**config.mk**
```make
export PLATFORM = sky130hd
export DESIGN_NAME = lif_spike_encoder
export DESIGN_NICKNAME = d
export VERILOG_FILES = /design/src/rtl/lif_pkg.sv /design/src/rtl/lif_rate_accum.sv /design/src/rtl/lif_spike_encoder.sv
export SDC_FILE = /design/constraint.sdc
export NUM_CORES = 1
export LEC_CHECK = 0
export CORE_MARGIN = 5
export CORE_UTILIZATION = 60
export CTS_BUF_LIST = sky130_fd_sc_hd__clkbuf_8
export DETAILED_ROUTE_END_ITERATION = 12
export PLACE_DENSITY = 0.9
export SLEW_MARGIN = 10
export SYNTH_ARGS = -nofsm -noshare
export SYNTH_HDL_FRONTEND = slang
export SYNTH_SLANG_ARGS = --single-unit
```
**constraint.sdc**
```tcl
create_clock -name clk -period 8.4 [get_ports clk]
set_input_delay 1.26 -clock clk [delete_from_list [all_inputs] [get_ports clk]]
set_output_delay 1.26 -clock clk [all_outputs]
set_load 0.005 [all_outputs]
```
**src/rtl/lif_pkg.sv**
```systemverilog
// Shared definitions for the LIF spike encoder: FSM state encoding,
// default widths and a constant-evaluable clog2 helper.
package lif_pkg;

  typedef enum logic [1:0] {
    ST_IDLE   = 2'd0,
    ST_ENCODE = 2'd1,
    ST_GAP    = 2'd2
  } lif_state_e;

  localparam int DEFAULT_DATA_W = 8;

  function automatic int clog2(input int unsigned v);
    int unsigned p;
    int          r;
    p = 1;
    r = 0;
    while (p < v) begin
      p = p << 1;
      r = r + 1;
    end
    return r;
  endfunction

endpackage

```
**src/rtl/lif_rate_accum.sv**
```systemverilog
// Phase accumulator for rate encoding: adds the latched intensity each enabled
// cycle; the carry out of the top bit is the spike for that cycle.
module lif_rate_accum
  import lif_pkg::*;
#(
  parameter int DATA_W = DEFAULT_DATA_W
) (
  input  logic              clk,
  input  logic              rst_n,
  input  logic              clear,
  input  logic              en,
  input  logic [DATA_W-1:0] inc,
  output logic              carry
);

  logic [DATA_W-1:0] acc_q;
  logic [DATA_W:0]   sum;

  always_comb begin
    sum   = {1'b0, acc_q} + {1'b0, inc};
    carry = en & sum[DATA_W];
  end

  always_ff @(posedge clk or negedge rst_n) begin
    if (!rst_n) begin
      acc_q <= '0;
    end else if (clear) begin
      acc_q <= '0;
    end else if (en) begin
      acc_q <= sum[DATA_W-1:0];
    end
  end

endmodule

```
**src/rtl/lif_spike_encoder.sv**
```systemverilog
// Rate encoder: accepts one intensity per window and emits an evenly spaced
// train of 1-cycle spikes for WIN_CYCLES cycles, followed by a forced gap.
module lif_spike_encoder
  import lif_pkg::*;
#(
  parameter int DATA_W     = DEFAULT_DATA_W,
  parameter int WIN_CYCLES = 256,
  parameter int GAP_CYCLES = 4,
  parameter int CNT_W      = 9
) (
  input  logic              clk,
  input  logic              reset,
  input  logic              in_valid,
  input  logic [DATA_W-1:0] in_data,
  output logic              in_ready,
  input  logic              stop,
  output logic              spike_out,
  output logic              busy,
  output logic              window_done,
  output logic [CNT_W-1:0]  spike_count
);

  localparam int CYC_W = (clog2(WIN_CYCLES) < 1) ? 1 : clog2(WIN_CYCLES);
  localparam int GAP_W = (clog2(GAP_CYCLES) < 1) ? 1 : clog2(GAP_CYCLES);
  localparam logic [CYC_W-1:0] CYC_LAST = CYC_W'(WIN_CYCLES - 1);
  localparam logic [GAP_W-1:0] GAP_LAST = GAP_W'((GAP_CYCLES > 0) ? GAP_CYCLES - 1 : 0);

  lif_state_e        state_q, state_d;
  logic [DATA_W-1:0] data_q;
  logic [CYC_W-1:0]  cyc_q;
  logic [GAP_W-1:0]  gap_q;
  logic [CNT_W-1:0]  tally_q;
  logic              ready_en_q;
  logic              accept;
  logic              last_cyc;
  logic              gap_last;
  logic              acc_en;
  logic              carry;

  // ready_en_q keeps in_ready low during reset and until the first edge after release
  assign in_ready = (state_q == ST_IDLE) && !stop && ready_en_q;
  assign busy     = (state_q != ST_IDLE);
  assign accept   = in_valid && in_ready;
  assign last_cyc = (state_q == ST_ENCODE) && (cyc_q == CYC_LAST);
  assign gap_last = (state_q == ST_GAP) && (gap_q == GAP_LAST);
  assign acc_en   = (state_q == ST_ENCODE) && !stop;

  lif_rate_accum #(
    .DATA_W (DATA_W)
  ) u_accum (
    .clk   (clk),
    .rst_n (reset),
    .clear (accept),
    .en    (acc_en),
    .inc   (data_q),
    .carry (carry)
  );

  always_ff @(posedge clk or negedge reset) begin
    if (!reset) begin
      state_q <= ST_IDLE;
    end else begin
      state_q <= state_d;
    end
  end

  always_comb begin
    state_d = state_q;
    unique case (state_q)
      ST_IDLE: begin
        if (accept) state_d = ST_ENCODE;
      end
      ST_ENCODE: begin
        if (stop) begin
          state_d = ST_IDLE;
        end else if (last_cyc) begin
          state_d = (GAP_CYCLES > 0) ? ST_GAP : ST_IDLE;
        end
      end
      ST_GAP: begin
        if (stop || gap_last) state_d = ST_IDLE;
      end
      default: state_d = ST_IDLE;
    endcase
  end

  always_ff @(posedge clk or negedge reset) begin
    if (!reset) begin
      data_q      <= '0;
      cyc_q       <= '0;
      gap_q       <= '0;
      tally_q     <= '0;
      spike_out   <= 1'b0;
      window_done <= 1'b0;
      spike_count <= '0;
      ready_en_q  <= 1'b0;
    end else begin
      ready_en_q  <= 1'b1;
      spike_out   <= 1'b0;
      window_done <= 1'b0;
      unique case (state_q)
        ST_IDLE: begin
          if (accept) begin
            data_q  <= in_data;
            cyc_q   <= '0;
            tally_q <= '0;
          end
        end
        ST_ENCODE: begin
          if (!stop) begin
            spike_out <= carry;
            tally_q   <= tally_q + CNT_W'(carry);
            cyc_q     <= cyc_q + CYC_W'(1);
            if (last_cyc) begin
              spike_count <= tally_q + CNT_W'(carry);
              window_done <= 1'b1;
              gap_q       <= '0;
            end
          end
        end
        ST_GAP: begin
          gap_q <= gap_q + GAP_W'(1);
        end
        default: ;
      endcase
    end
  end

endmodule
```
==> results.yml <==
run_status:
  status: "completed"
cts:
  postCtsResizedCells: 0
  clk_latency_ns: 0.30
  cts-root-buf: "clkbuf_8"
  htree_levels: 2
  clockBufferDepth: 2
  cts_tree: "yes"
  clk_pin_slew_ns: 0.09
  cts_buffers: 5
  hold_buffers: 0
  cts.sinks: 49
  post-cts-setup-buffers: 0
sta:
  hold_viol: 0
  relSlewSlack: 0.517
  tightest_slew_ns: 0.724
  fin_crit_sh: 0.483
  fin_crit_ns: 4.06
  layout_setup_ws_ns: 4.34
  tns_ns: 0
  setup_viol: 0
  rsz0062_at_grt: "no"
  hold_slack_ns: 0.484
  finalMaxSlewViolations: 0
  max_freq_mhz: 246
  skew_ns: 0.0151
placed_design:
  pre_cts_slack_ns: 4.33
  port_buffers: 24
  place.gp.congestion: 0.822
  dp_hpwl_um: 3160
  placedCellCount: 311
worst_setup_path:
  critPathMaxStageDelay_ns: 0.60
  critPathTopFamily: "buffers and inverters"
  reg2reg_depth: 14
  slowest_stage: "clkdlybuf4s50_1"
  startpoint_type: "input pin"
  worstSetupEndpointType: "primary output"
  crit_buf_inv: 2
  worstPathRequired_ns: 7.14
  crit_fanout: 5
  crit_type: "input pin to primary output"
  cp_cell_sequence: "clkdlybuf4s50_1, nor4b_1, clkdlybuf4s50_1"
  crit_top_cell: "clkdlybuf4s50_1"
  cp.depth: 3
  crit_arrival_ns: 2.80
pwr:
  leakage_nw: 1.31
  pwr-share-seq: 0.481
  pwr-share-clk: 0.298
  power.internal_mw: 0.417
  swShare: 0.286
  power.total_mw: 0.584
  switchingPower_mw: 0.167
  power_frac_comb: 0.220
  powerDensity_mw_per_mm2: 208
  peakVddDrop_uv: 148
synth:
  syn_area_mm2: 0.00245
  ys_async_sr_fraction: 1.00
  synth_flop_cell: "dfrtp_1"
  synthesis.area_per_instance_um2: 9.95
  netlist.top_cell.by_area: "dfrtp_1"
  yosysWarnings: 0
  synthCells: 246
  ys_top_cells_by_area: "dfrtp_1, nand2_1, ha_1"
  synth_edf_count: 0
  synth_nets: 271
  ys_top_cells_by_count: "dfrtp_1, nand2_1, o21ai_0, nor2_1, ha_1"
  ys_seq_elements: 49
  synth_cell_types: 43
  yosysSeqAreaShare: 0.501
  synth_top_area_frac: 0.501
  yosysMostFrequentCell: "dfrtp_1"
flow_run:
  cap_viol_max_count: 0
global_route:
  grt_pass1_wl_um: 8100
  grt_overflow: 0
  grt_pass1_vias: 1770
  grt_usage: 0.194
  antenna_found_initial: 0
  grt_max_degree: 50
die:
  start_util: 0.617
  die_w_um: 73.9
  io_pins: 25
  core_area_mm2: 0.00397
  num_rows: 23
  dieArea_mm2: 0.00546
  die_h_um: 73.9
drt:
  ant_nets: 0
  dr_total_vias: 1822
  dr.pass1.iters: 4
  routed_wl_um: 4690
  drc: 0
  wl_per_cell_um: 14.7
  drt-initial-drc-count: 166
  viasPerCell: 5.71
layout:
  final_nets: 293
  syn_to_final_growth_pct: 14.8
  final_cells: 319
  antenna_cells: 0
  fillers: 312
  drive_gt1_frac: 0.0743
min_path:
  min_path_cells: 2
  hp-class: "flop to flop"
-- final timing paths --
check	to	slack [ns]	start
setup / recovery	in_ready	4.34	stop
hold reg to reg	spike_count[3]$_DFFE_PN0P_	0.48	spike_count[3]$_DFFE_PN0P_
hold / removal	spike_count[3]$_DFFE_PN0P_	0.48	spike_count[3]$_DFFE_PN0P_
max in group asynchronous	u_accum.acc_q[5]$_DFFE_PN0P_	7.03	reset
min in group asynchronous	spike_count[3]$_DFFE_PN0P_	0.96	reset
setup reg to reg	spike_count[6]$_DFFE_PN0P_	5.26	data_q[0]$_DFFE_PN0P_
-- state kept, by name, summed over array words and instances (netlist names) --
name and flops:
u_accum.acc_q 8, spike_out 1, window_done 1, spike_count 9
cyc_q 8, ready_en_q 1, data_q 8, tally_q 9
gap_q 2, state_q 2
-- power groups by stage --
stage	sequential [mW]	combinational, mW	clock, mW
after CTS	0.280	0.128	0.178
after global routing	0.284	0.148	0.189
after detailed placement	0.284	0.126	0
final	0.281	0.129	0.174
after global placement	0.283	0.118	0
after floorplan	0.280	0.0946	0
-- final cells by class --
class	instances	area (µm²)	area share
Clock inverter	2	37.5	0.0134
Multi-Input combinational cell	181	1130	0.403
Tap cell	50	62.6	0.0223
Timing Repair Buffer	25	245	0.0873
Sequential cell	49	1230	0.436
Clock buffer	6	82.6	0.0294
Inverter	6	22.5	0.00801
-- stage by stage --
stage                     area (µm²)   util
after floorplan                 2450      -
after global placement          2690  0.677
after detailed placement        2690  0.677
after CTS                       2810  0.707
after global routing            2810  0.708
final                           2810  0.708
-- placed cells by master, fill, tap and decap left out, types with 6 or more instances in the layout --
cell type,n
nand2_1,46
inv_1,6
nor2_1,18
xor2_1,8
o21ai_0,23
clkbuf_8,6
ha_1,12
dfrtp_1,49
nand3_1,8
a22o_1,6
clkdlybuf4s50_1,23
a21oi_1,10
-- routing by layer --
layer / routed length (µm) / global-route usage / vias up / share of wire
li1: - / - / 890 / -
met1: 2120 / 0.254 / 889 / 0.45
met2: 2330 / 0.327 / 37 / 0.50
met3: 190 / 0.0410 / 6 / 0.041
met4: 48 / 0.0483 / 0 / 0.010
met5: 0 / 0 / - / 0
-- cell families after synthesis --
kind of cell / Yosys count / synth area share
AND/OR/NAND/NOR: 94 / 0.181
buffers and inverters: 16 / 0.0363
XOR/XNOR: 13 / 0.0465
flip-flops: 49 / 0.501
other: 1 / 0.00153
AO/OA/AOI/OAI: 58 / 0.152
adder cells (fa/ha/maj): 13 / 0.0695
multiplexers: 2 / 0.0123
-- worst reg2reg max path, delay by kind of cell (launching register included) --
family	cells	cell delay [ns]
simple gates	3	0.49
buf+inv	1	0.06
xor+xnor	1	0.11
compound gates	5	0.97
flops	1	0.35
fa+ha+maj	4	1.04
No activity file was read; power rests on OpenSTA's default activity.
